### src/rtl/fft64_frame_sched.sv
// Shares one fft64 core between channels A and B: round-robin whole-frame grants, tag FIFO, output routing.
// Optional per-channel completed-frame counters are built when FFT64_SCHED_STATS_EN is defined.
module fft64_frame_sched #(
    parameter int W         = 16,
    parameter int TAG_DEPTH = 4
) (
    input  logic         clk,
    input  logic         rst,
    input  logic         req_a,
    input  logic         req_b,
    input  logic         inv_a,
    input  logic         inv_b,
    input  logic [W-1:0] dat_a_re,
    input  logic [W-1:0] dat_a_im,
    input  logic [W-1:0] dat_b_re,
    input  logic [W-1:0] dat_b_im,
    output logic         rd_a,
    output logic         rd_b,
    output logic         core_valid_in,
    output logic         core_sop_in,
    output logic         core_inv,
    output logic [W-1:0] core_x_re,
    output logic [W-1:0] core_x_im,
    input  logic         core_valid_out,
    input  logic         core_sop_out,
    input  logic [W-1:0] core_y_re,
    input  logic [W-1:0] core_y_im,
    output logic         out_valid,
    output logic         out_sop,
    output logic         out_ch,
    output logic         out_inv,
    output logic [W-1:0] out_re,
    output logic [W-1:0] out_im,
    output logic         tag_err,
    output logic [15:0]  frames_a,
    output logic [15:0]  frames_b
);
    localparam int AW = $clog2(TAG_DEPTH);
    localparam logic [AW:0] FULL_CNT = TAG_DEPTH[AW:0];

    typedef enum logic {IDLE = 1'b0, STREAM = 1'b1} state_t;

    state_t        state;
    logic [5:0]    cnt;
    logic          cur_ch, cur_inv, last;
    logic [1:0]    tag_mem [TAG_DEPTH];
    logic [AW-1:0] wr_ptr, rd_ptr;
    logic [AW:0]   tag_cnt;

    logic tag_empty, tag_full, tag_pop, room, elig_a, elig_b;
    logic do_grant, grant_ch, grant_inv;

    // In IDLE a full FIFO blocks until the cycle after the pop; at the last
    // sample of a frame a same-cycle pop already counts as free space.
    always_comb begin
        tag_empty = (tag_cnt == '0);
        tag_full  = (tag_cnt == FULL_CNT);
        tag_pop   = core_valid_out & core_sop_out & ~tag_empty;
        room      = (state == IDLE) ? ~tag_full : (~tag_full | tag_pop);
        elig_a    = req_a & room;
        elig_b    = req_b & room;
        grant_ch  = (elig_a & elig_b) ? ~last : elig_b;
        grant_inv = grant_ch ? inv_b : inv_a;
        do_grant  = ((state == IDLE) || (cnt == 6'd63)) & (elig_a | elig_b);
    end

    always_ff @(posedge clk) begin
        if (rst) begin
            state         <= IDLE;
            cnt           <= '0;
            cur_ch        <= 1'b0;
            cur_inv       <= 1'b0;
            last          <= 1'b1;
            rd_a          <= 1'b0;
            rd_b          <= 1'b0;
            core_valid_in <= 1'b0;
            core_sop_in   <= 1'b0;
            core_inv      <= 1'b0;
            core_x_re     <= '0;
            core_x_im     <= '0;
        end else begin
            if (do_grant) begin
                state   <= STREAM;
                cnt     <= '0;
                cur_ch  <= grant_ch;
                cur_inv <= grant_inv;
                last    <= grant_ch;
                rd_a    <= ~grant_ch;
                rd_b    <= grant_ch;
            end else if (state == STREAM) begin
                cnt <= cnt + 6'd1;
                if (cnt == 6'd63) begin
                    state <= IDLE;
                    rd_a  <= 1'b0;
                    rd_b  <= 1'b0;
                end
            end
            core_valid_in <= rd_a | rd_b;
            core_sop_in   <= (state == STREAM) && (cnt == 6'd0);
            core_inv      <= cur_inv;
            core_x_re     <= cur_ch ? dat_b_re : dat_a_re;
            core_x_im     <= cur_ch ? dat_b_im : dat_a_im;
        end
    end

    always_ff @(posedge clk) begin
        if (do_grant && !rst) tag_mem[wr_ptr] <= {grant_ch, grant_inv};
    end

    always_ff @(posedge clk) begin
        if (rst) begin
            wr_ptr    <= '0;
            rd_ptr    <= '0;
            tag_cnt   <= '0;
            out_valid <= 1'b0;
            out_sop   <= 1'b0;
            out_ch    <= 1'b0;
            out_inv   <= 1'b0;
            out_re    <= '0;
            out_im    <= '0;
            tag_err   <= 1'b0;
        end else begin
            if (do_grant) wr_ptr <= wr_ptr + 1'b1;
            if (tag_pop)  rd_ptr <= rd_ptr + 1'b1;
            case ({do_grant, tag_pop})
                2'b10:   tag_cnt <= tag_cnt + 1'b1;
                2'b01:   tag_cnt <= tag_cnt - 1'b1;
                default: tag_cnt <= tag_cnt;
            endcase
            out_valid <= core_valid_out;
            out_sop   <= core_valid_out & core_sop_out;
            out_re    <= core_y_re;
            out_im    <= core_y_im;
            // A frame with no matching tag is reported and routed to channel A.
            if (core_valid_out & core_sop_out) begin
                if (tag_empty) begin
                    tag_err <= 1'b1;
                    out_ch  <= 1'b0;
                    out_inv <= 1'b0;
                end else begin
                    {out_ch, out_inv} <= tag_mem[rd_ptr];
                end
            end
        end
    end

`ifdef FFT64_SCHED_STATS_EN
    logic [5:0] ocnt;

    // ocnt counts samples already seen in the current output frame; 0 = none.
    always_ff @(posedge clk) begin
        if (rst) begin
            ocnt     <= '0;
            frames_a <= '0;
            frames_b <= '0;
        end else if (out_valid) begin
            if (out_sop) begin
                ocnt <= 6'd1;
            end else if (ocnt != 6'd0) begin
                if (ocnt == 6'd63) begin
                    ocnt <= '0;
                    if (out_ch) frames_b <= frames_b + 16'd1;
                    else        frames_a <= frames_a + 16'd1;
                end else begin
                    ocnt <= ocnt + 6'd1;
                end
            end
        end
    end
`else
    assign frames_a = '0;
    assign frames_b = '0;
`endif

endmodule

### config.mk
export PLATFORM = sky130hd
export DESIGN_NAME = fft64_frame_sched
export DESIGN_NICKNAME = d
export VERILOG_FILES = /design/src/rtl/fft64_frame_sched.sv
export SDC_FILE = /design/constraint.sdc
export NUM_CORES = 1
export LEC_CHECK = 0
export BUFFER_PORTS_ARGS = -buffer_cell sky130_fd_sc_hd__buf_2
export CORE_UTILIZATION = 44
export DETAILED_ROUTE_END_ITERATION = 10
export GPL_TIMING_DRIVEN = 0
export PLACE_DENSITY_LB_ADDON = 0.25
export SYNTH_ARGS = -nofsm -noshare
export SYNTH_HDL_FRONTEND = slang
export SYNTH_SLANG_ARGS = --single-unit
### constraint.sdc
create_clock -name clk -period 2.7 [get_ports clk]
set_input_delay 0.54 -clock clk [delete_from_list [all_inputs] [get_ports clk]]
set_output_delay 0.54 -clock clk [all_outputs]
set_load 0.01 [all_outputs]
## After elaboration in Yosys (flattened, before gate mapping)

Memory sizes are Yosys's and may differ from the RTL's. A register that Yosys moved wholly into a read port is not among the register bits.
Cells that the tools add are included.
W data, S select, Z words.

- Bits of input ports: 104
- Logic and storage cells: 77
- Memories: 1
- Output and inout bits: 106
- Bits in writable memories: 8
- Register bits: 91

- Bitwise operators: 14
- Multiplexer cells: 19
- Add/subtract/negate cells: 5
- Reductions and logical operators: 12
- Equality and inequality tests: 4

Memory list:

| name | words | width | read ports | clocked after memory_dff | wr ports | line | RTL |
|---|---|---|---|---|---|---|---|
| tag_mem | 4 | 2 | 1 | 1 | 1 | 46 | `logic [1:0] tag_mem [TAG_DEPTH];` |

Operators by type and width:

| kind | count |
|---|---|
| $mux W16 | 2 |
| $mux W1 | 14 |
| $add A6 B1 Y6 const B | 1 |
| $and A1 B1 Y1 | 6 |
| $eq A6 B6 Y1 const B | 1 |
| $logic_not A6 Y1 | 1 |
| $pmux W3 S2 | 1 |
| $reduce_bool A2 Y1 | 3 |
| $not A1 Y1 | 5 |
| $add A2 B1 Y2 const B | 2 |
| $mux W2 | 2 |
| $reduce_and A2 Y1 | 2 |
| $add A3 B1 Y3 const B | 1 |
| $eq A3 B3 Y1 const B | 1 |
| $logic_not A3 Y1 | 1 |
| $or A1 B1 Y1 | 3 |
| $sub A3 B1 Y3 const B | 1 |
| $eq A2 B1 Y1 const B | 1 |
| $eq A2 B2 Y1 const B | 1 |
| $logic_and A1 B1 Y1 | 2 |
| $reduce_or A2 Y1 | 1 |
| $logic_not A1 Y1 | 1 |
| $logic_or A1 B1 Y1 | 1 |

## Logic depth before layout (Yosys ltp)

Gate-level depths: netlist of the first run.

- Word-level depth: 11
- Depth in mapped cells: 12
- Mapped depth without buffers: 11

## Worst setup path before layout of the first run

OpenSTA, ideal clock, no wires.

- Path type: input -> register
- Start: input port req_a
- End: register tag_cnt[2]
- Stages on the path: 11
- Buffers on the path: 1
- Library setup time: 0.072 ns
- Slack: 0.331 ns
- Arrival time: 2.297 ns
- Cells stage by stage: nor2_1 > a21oi_4 > and2_4 > buf_6 > inv_4 > ha_1 > inv_1 > fa_1 > xor2_1 > or3_1 > a21oi_1

- Word-level cells in the longest chain between the ends: 5

Ends and longest elaborated chain:

| what | line | RTL |
|---|---|---|
| start, declared | 9 | `input logic req_a,` |
| $and A1 B1 Y1 * | 60 | `elig_a = req_a & room;` |
| $or A1 B1 Y1 * | 64 | `do_grant = ((state == IDLE) \|\| (cnt == 6'd63)) & (elig_a \| elig_b);` |
| $and A1 B1 Y1 * | 64 |  |
| $eq A2 B1 Y1 / $eq A2 B2 Y1 (equally long branches) | 125 | `case ({do_grant, tag_pop})` |
| $pmux W3 S2 / $reduce_bool A2 Y1 (equally long branches) | -- |  |
| end signal, assigned | 126 | `2'b10: tag_cnt <= tag_cnt + 1'b1;` |
| end signal, assigned | 127 | `2'b01: tag_cnt <= tag_cnt - 1'b1;` |
| end signal, assigned | 128 | `default: tag_cnt <= tag_cnt;` |
| end, declared | 48 | `logic [AW:0] tag_cnt;` |

Mark *: on every way between the ends. The rest lies on a longest branch, timed or not.
A chain may end at the register's enable or synchronous reset.

## Worst setup path after layout of the first run

- Start: register tag_cnt[2]
- End: register tag_cnt[2]

- Word-level cells in the longest chain between the ends: 10

Ends and longest elaborated chain:

| what | line | RTL |
|---|---|---|
| $logic_not A3 Y1 | 56 | `tag_empty = (tag_cnt == '0);` |
| $not A1 Y1 | 58 | `tag_pop = core_valid_out & core_sop_out & ~tag_empty;` |
| $and A1 B1 Y1 | 58 |  |
| $or A1 B1 Y1 | 59 | `room = (state == IDLE) ? ~tag_full : (~tag_full \| tag_pop);` |
| $mux W1 | 59 |  |
| $and A1 B1 Y1, on equally long branches | 60, 61 |  |
| $or A1 B1 Y1 | 64 |  |
| $and A1 B1 Y1 | 64 |  |
| $eq A2 B1 Y1 / $eq A2 B2 Y1 (equally long branches) | 125 |  |
| $pmux W3 S2 / $reduce_bool A2 Y1 (equally long branches) | -- |  |

Several ways; a longest one is shown, not always the timed one.

==> flow_summary.toml, run 1 <==
[status]
outcome = "finished, final reports clean"

[floorplanning]
row_count = 33
core-area_sq_um = 8340
die_y_um = 95.4
die_area_sq_um = 9100
start_util_pct = 46.0
die_w_um = 95.4
pin_count = 210

[cells_and_area]
nNetsFinal = 681
n_antenna_cell = 0
fin_area_sq_um = 5150
regArea_sq_um = 2100
multi_input_area_sq_um = 1490
drive_gt1_share_pct = 42.8
final_cells = 678
syn_to_final_growth_pct = 34.1
nFillCells = 737

[sta]
hold_violations = 0
setup_viol = 0
drv_slew = 0
max_freq_mhz = 399
finalSetupTns_ns = 0
fin_skew_ns = 0.00764
period_share_pct = 92.9
min_period_ns = 2.51
maxSlewHeadroom_pct = 60.6
rsz0062_at_grt = "no"
worst_slew_pin_slew_ns = 0.591

[clock_tree]
numCtsBuffers = 9
cts_hold_buf = 0
cts_resized = 0
cts_tree = "built"
clock_latency_ns = 0.35
cts-root-buf = "clkbuf_8"
cts_num_sinks = 101
ctsHtreeMaxLevel = 3
post-cts-setup-buffers = 0
clk_pin_slew_ns = 0.10
clockBufferDepth = 2

[synthesis]
synth-edff-count = 8
synth_flop_cell = "dfxtp_1"
yosys.cell_types.count = 45
syn-cell-area_sq_um = 3840
syn_area_per_cell_sq_um = 10.9
ys_seq_area_share_pct = 54.7
async_flop_share_pct = 0
synthCells = 351
ys_warn_count = 0
yosys_register_bits = 101

[global_routing]
grt_pass1_wl_um = 12400
grt_usage_pct = 18.2
grt_pass1_vias = 2665
antenna_found_initial = 0
grt_overflow = 0
grt_max_degree = 18

[routing]
vias = 3018
viasPerCell = 4.45
dr.pass1.iters = 4
top_layer_used = "met4"
wl_per_cell_um = 12.8
postRouteAntennaNets = 0
wl_met2_um = 4300
wl_met1_um = 3510
drt_iter0_markers = 57
dr_wl_met3_um = 696
wirelength_um = 8700
remaining_drc_errors = 0

[critical_path]
start_kind = "register"
cp.arrival_ns = 2.79
cp-end-kind = "register"
required_ns = 2.98
path_class = "register to register"
cp_max_fo = 10

[flow_run]
max_cap_viol_count = 0

[power]
vdd_drop_max_uv = 320
leakage_nw = 2.49
cellPowerDensity_nw_per_um2 = 600

[hold_path]
hold_class = "input port to register"

[placed_design]
dp_hpwl_um = 6880
dp.cells = 663
dpl_cell_area_sq_um = 4970
port-buffer-count = 176
gp_congestion = 0.739
==> layout by cell type (no fill, tap or decap), drive strengths merged, types with 7 or more instances in the layout <==
cell    netlist  routed
buf          42     218
dfxtp        93      93
nor2         50      50
mux2i        34      34
nor2b        34      34
conb          1      32
clkbuf        7      17
inv          10      14
edfxtp        8       8
ha            7       7
a21oi         7       7
==> critical path, stage by stage, from the launching register on <==
cell and delay (ns):
dfxtp_1 0.40, nor3b_4 0.29, a21oi_4 0.13, and2_4 0.19, buf_6 0.14, inv_4 0.09
ha_1 0.18, inv_1 0.06, fa_1 0.37, xor2_1 0.16, or3_1 0.31, a21oi_1 0.14
==> power breakdown <==
group / internal (mW) / switching [mW]
Combinational: 0.265 / 0.278
Clock: 0.371 / 0.512
Sequential: 1.61 / 0.0518
==> final timing paths <==
path,endpoint,cells after the start,slack (ns),start
max,tag_cnt[2],11,0.19,tag_cnt[2]
min,out_re[10],2,0.39,core_y_re[10]
max reg2reg,tag_cnt[2],11,0.19,tag_cnt[2]
min reg2reg,core_inv,1,0.47,cur_inv
==> cell families after synthesis <==
| logic type | synth area share (%) |
|---|---|
| muxes | 10.9 |
| adders and majority gates | 2.80 |
| xor gates and xnor gates | 2.05 |
| buffers and inverters | 9.38 |
| AOI/OAI and AO/OA | 3.94 |
| and+or+nand+nor | 16.1 |
| other | 0.0977 |
| DFF | 54.7 |
==> synthesized netlist by cell type, types with 3 or more instances <==
| cell | instances | area share, % |
|---|---|---|
| xor2_1 | 6 | 1.4 |
| mux2_2 | 3 | 0.88 |
| ha_1 | 7 | 2.3 |
| buf_4 | 33 | 6.5 |
| nor3b_2 | 3 | 0.98 |
| dfxtp_1 | 93 | 48 |
| nor2_1 | 50 | 4.9 |
| nand2_1 | 6 | 0.59 |
| mux2i_1 | 34 | 8.9 |
| edfxtp_1 | 8 | 6.3 |
| clkbuf_1 | 7 | 0.68 |
| inv_1 | 9 | 0.88 |
| buf_2 | 4 | 0.52 |
| buf_1 | 4 | 0.39 |
| a21oi_1 | 6 | 0.78 |
| nor2b_1 | 34 | 5.5 |
| xnor2_1 | 3 | 0.68 |
| nor3_1 | 6 | 0.78 |
| nand3_1 | 3 | 0.39 |
==> cell type report <==
class                           count  share of cell area [%]
Sequential cell                   101                    40.8
Multi-Input combinational cell    222                    29.0
Timing Repair Buffer              176                    17.1
Buffer                             49                    6.22
Clock buffer                       10                    2.67
Tap cell                          105                    2.55
Clock inverter                      5                   0.826
Inverter                           10                   0.778
==> per-layer routing <==
| layer | vias up | GRT usage, % |
|---|---|---|
| met5 | - | 0 |
| met4 | 0 | 7.09 |
| met3 | 14 | 5.18 |
| met2 | 130 | 32.9 |
| met1 | 1354 | 20.0 |
| li1 | 1520 | - |
==> registers in the layout, summed over array words and instances (netlist names), 2 cells and up, named ones only <==
| signal | flops |
|---|---|
| core_x_re | 16 |
| tag_cnt | 3 |
| tag_mem | 8 |
| out_re | 16 |
| wr_ptr | 2 |
| cnt | 6 |
| rd_ptr | 2 |
| core_x_im | 16 |
| out_im | 16 |
==> through the flow <==
step | total power [mW] | hold WS (ns) | utilization [%] | setup slack, ns
floorplan | 2.04 | 0.446 | - | 0.331
global placement | 2.23 | 0.449 | 59.6 | 0.103
detailed placement | 2.25 | 0.459 | 59.6 | 0.0758
CTS | 3.12 | 0.372 | 61.7 | 0.199
global route | 3.25 | 0.371 | 61.7 | 0.0473
finish | 3.09 | 0.389 | 61.7 | 0.192
(Power assumes the default switching activity.)
==> run 2: changes to the inputs <==
- CORE_ASPECT_RATIO: default -> 1.5
- CORE_MARGIN: default -> 1.5
==> run 2 against run 1 <==
Compared with the run above: largest power group unchanged; utilization is 0.072 points higher; clock-buffer cell count up 2; non-clock buffer count stayed put; sequential power about the same; largest cell class unchanged; critical path type unchanged; die area up 2.2%.
==> flow_summary.toml, run 2 (synthesized netlist as in run 1, its figures left out) <==
[sta]
setup_ws_ns = 0.197
min_period_ns = 2.50
rsz0062_at_grt = "no"
period_share_pct = 92.7
drv_slew = 0
finalSetupTns_ns = 0
maxSlewHeadroom_pct = 58.2
holdWs_ns = 0.411
max_freq_mhz = 399
fin_skew_ns = 0.00449
hold_violations = 0
worst_slew_pin_slew_ns = 0.626
setup_viol = 0

[routing]
postRouteAntennaNets = 0
vias = 3013
drt_iter0_markers = 109
remaining_drc_errors = 0
wl_per_cell_um = 11.7
dr.pass1.iters = 4
viasPerCell = 4.42
wirelength_um = 7980

[clock_tree]
numCtsBuffers = 9
cts_tree = "built"
cts_hold_buf = 0
post-cts-setup-buffers = 0
ctsHtreeMaxLevel = 3
clk_pin_slew_ns = 0.06
cts_num_sinks = 101
cts_resized = 0
clock_latency_ns = 0.33
clockBufferDepth = 2
cts-root-buf = "clkbuf_16"

[cells_and_area]
n_antenna_cell = 0
syn_to_final_growth_pct = 36.2
fin_area_sq_um = 5230
final_common_cell = "buf_2"
final_cell_mix = "180 x buf_2, 93 x dfxtp_1, 50 x nor2_1"
final_cells = 681
utilization_pct = 61.8
nNetsFinal = 681
drive_gt1_share_pct = 42.3

[global_routing]
grt_pass1_vias = 2759
antenna_found_initial = 0
grt_usage_pct = 17.1
gr-usage-met1_pct = 16.8
met3_usage_pct = 4.36
grt_pass1_wl_um = 12300
grt_max_degree = 16
grt_overflow = 0
top_usage_layer = "met2"
gr-usage-met2_pct = 31.6

[critical_path]
path_class = "register to register"
cp_max_fo = 10
required_ns = 2.96
reg2reg_from = "cnt[0]"
reg2reg_to = "tag_cnt[2]"
reg2reg_slack_ns = 0.20
r2r_cells = 12
cp.arrival_ns = 2.76
cp-end-kind = "register"
start_kind = "register"

[status]
outcome = "finished, final reports clean"

[floorplanning]
core-area_sq_um = 8460
start_util_pct = 45.4
row_count = 41
die_y_um = 117
die_area_sq_um = 9310
die_w_um = 79.3
pin_count = 210

[placed_design]
dp_slack_ns = 0.0722
dp_hpwl_um = 6440
gp_congestion = 0.833
dp.cells = 665
dpl_cell_area_sq_um = 4970
port-buffer-count = 176

[hold_path]
min_to = "out_re[2]"
hold_class = "input port to register"
whs_path_depth = 2
hp-start = "core_y_re[2]"

[flow_run]
max_cap_viol_count = 0

[power]
p_total_mw = 3.33
cellPowerDensity_nw_per_um2 = 636
vdd_drop_max_uv = 437
leakage_nw = 2.52
==> run 2: how the worst max path moves through the flow <==
stage	startpoint	endpoint	depth (start not counted)
2_1_floorplan	req_a	tag_cnt[2]	11
3_3_place_gp	req_a	tag_cnt[2]	12
3_5_place_dp	req_a	tag_cnt[2]	12
4_1_cts	tag_cnt[2]	tag_cnt[2]	11
5_1_grt	tag_cnt[2]	tag_cnt[2]	11
6_report	cnt[0]	tag_cnt[2]	12
==> run 2: area by class of cell <==
cell class | instances | area (sq um)
Tap cell | 107 | 134
Buffer | 49 | 320
Multi-Input combinational cell | 222 | 1490
Inverter | 10 | 40.0
Clock buffer | 12 | 236
Clock inverter | 4 | 23.8
Sequential cell | 101 | 2100
Timing Repair Buffer | 176 | 881
Fill cell | 756 | 3230
==> run 2: report_power, final <==
group | leakage (nW) | switching, mW | internal [mW]
logic | 1.55 | 0.270 | 0.264
clock network | 0.127 | 0.503 | 0.622
registers | 0.844 | 0.0503 | 1.62
==> run 2: worst max-delay path: stages (launching register included) <==
cell and delay (ns):
dfxtp_1 0.35, ha_1 0.24, nand2_1 0.11, o21ai_4 0.10, and2_4 0.16, buf_6 0.14, inv_4 0.09, ha_1 0.18
inv_1 0.06, fa_1 0.38, xor2_1 0.16, or3_1 0.31, a21oi_1 0.14
==> run 2: routing by layer <==
layer	up-vias	routed length, um
met5	-	0
met4	0	211
met3	16	654
met2	129	4240
met1	1349	2880
li1	1519	-
==> run 3: changes to the inputs <==
- CTS_BUF_LIST: default -> sky130_fd_sc_hd__clkbuf_16
- PLACE_DENSITY: default -> 0.81
- PLACE_DENSITY_LB_ADDON: 0.25 -> default
==> run 3 against run 2 <==
Compared with the run above: register-to-register slack worse by 0.02 ns; clock power increased by 15%; clock-buffer cell count down 3; routed wire length grew 6.2%; die area is the same; critical endpoint unchanged.
==> flow_summary.toml, run 3 (synthesized netlist as in run 1, its figures left out) <==
[floorplanning]
core-area_sq_um = 8460
die_w_um = 79.3
row_count = 41
start_util_pct = 45.4
die_area_sq_um = 9310
pin_count = 210
die_y_um = 117

[sta]
rsz0062_at_grt = "no"
setup_viol = 0
hold_violations = 0
drv_slew = 0
max_freq_mhz = 397
finalSetupTns_ns = 0
period_share_pct = 93.4
fin_skew_ns = 0.00407
maxSlewHeadroom_pct = 62.0
min_period_ns = 2.52
worst_slew_pin_slew_ns = 0.569
setup_ws_ns = 0.178

[routing]
vias = 3042
dr.pass1.iters = 4
wirelength_um = 8480
postRouteAntennaNets = 0
drt_iter0_markers = 106
wl_per_cell_um = 12.5
remaining_drc_errors = 0
viasPerCell = 4.47

[global_routing]
grt_overflow = 0
grt_pass1_wl_um = 13400
grt_pass1_vias = 3000
grt_usage_pct = 18.4
grt_max_degree = 19
antenna_found_initial = 0

[clock_tree]
cts_hold_buf = 0
clk_pin_slew_ns = 0.07
clockBufferDepth = 2
cts-root-buf = "clkbuf_16"
clock_latency_ns = 0.34
post-cts-setup-buffers = 0
numCtsBuffers = 9
cts_num_sinks = 101
ctsHtreeMaxLevel = 3
cts_tree = "built"
cts_resized = 0

[placed_design]
dpl_cell_area_sq_um = 4970
dp_slack_ns = 0.0616
dp_hpwl_um = 6650
port-buffer-count = 176
gp_congestion = 0.808

[critical_path]
cpPeakStageDelay_ns = 0.39
crit_chain = "nor3b_4, a21oi_4, and2_4, buf_6, inv_4, ha_1, inv_1, fa_1, xor2_1, or3_1, a21oi_1"
cp_slowest_cell = "dfxtp_1"
required_ns = 2.96
cp_max_fo = 10
cp-end-kind = "register"
start_kind = "register"
cp.arrival_ns = 2.79
path_class = "register to register"

[cells_and_area]
fin_area_sq_um = 5280
final_cell_mix = "180 x buf_2, 93 x dfxtp_1, 50 x nor2_1"
final_common_cell = "buf_2"
syn_to_final_growth_pct = 37.5
regArea_sq_um = 2100
n_antenna_cell = 0
nNetsFinal = 681
multi_input_area_sq_um = 1490
nFillCells = 716
drive_gt1_share_pct = 42.9

[status]
outcome = "finished, final reports clean"

[power]
p_total_mw = 3.51
cellPowerDensity_nw_per_um2 = 665
vdd_drop_max_uv = 417
leakage_nw = 2.55

[flow_run]
max_cap_viol_count = 0

[hold_path]
hold_class = "input port to register"
==> run 3: cell types whose count changed in the layout (fill, tap and decap cells not counted), sizes merged <==
cell	change
clkinv	+1
clkbuf	-3
bufinv	+1
inv	+1
==> run 3: cell type report <==
cell class | instances | area share (%)
inverters | 10 | 0.758
well taps | 107 | 2.54
clock inverters | 7 | 1.56
repair buffers | 176 | 16.7
clock buffers | 9 | 4.27
plain buffers | 49 | 6.07
flip-flops and latches | 101 | 39.8
multi-input cells | 222 | 28.3
==> run 3: worst paths after layout <==
path / startpoint / to / slack [ns] / cells after the start
hold reg to reg: tag_err / tag_err / 0.47 / 2
setup reg to reg: tag_cnt[2] / tag_cnt[2] / 0.18 / 11
hold / removal: core_y_im[9] / out_im[9] / 0.41 / 2
setup / recovery: tag_cnt[2] / tag_cnt[2] / 0.18 / 11
==> run 3: critical path, delay by kind of cell (launching register included) <==
kind | cells | cell delay [ns]
flip-flops | 1 | 0.39
AND/OR/NAND/NOR | 3 | 0.77
XOR/XNOR | 1 | 0.16
buffers and inverters | 3 | 0.28
adder cells (fa/ha/maj) | 2 | 0.56
AO/OA/AOI/OAI | 2 | 0.27
==> run 3: power breakdown <==
group | leakage, nW | internal [mW] | total (mW) | switching [mW]
combinational | 1.55 | 0.266 | 0.544 | 0.278
clock | 0.149 | 0.732 | 1.30 | 0.568
sequential | 0.844 | 1.61 | 1.67 | 0.0516
total | 2.55 | 2.61 | 3.51 | 0.897
==> run 3: stage by stage <==
step | hold WS, ns | utilization (%) | std cells
after floorplan | 0.446 | - | 382
after global placement | 0.445 | 58.7 | 665
after detailed placement | 0.461 | 58.7 | 665
after CTS | 0.396 | 62.4 | 681
after global routing | 0.399 | 62.4 | 681
final | 0.406 | 62.4 | 681
==> run 3: layer usage <==
metal / track usage, % / share of wire, % / vias up / routed length, um
met3: 3.89 / 6.3 / 17 / 534
li1: - / - / 1517 / -
met4: 8.88 / 2.8 / 0 / 239
met2: 34.5 / 56 / 124 / 4740
met5: 0 / 0 / - / 0
met1: 18.7 / 35 / 1384 / 2970
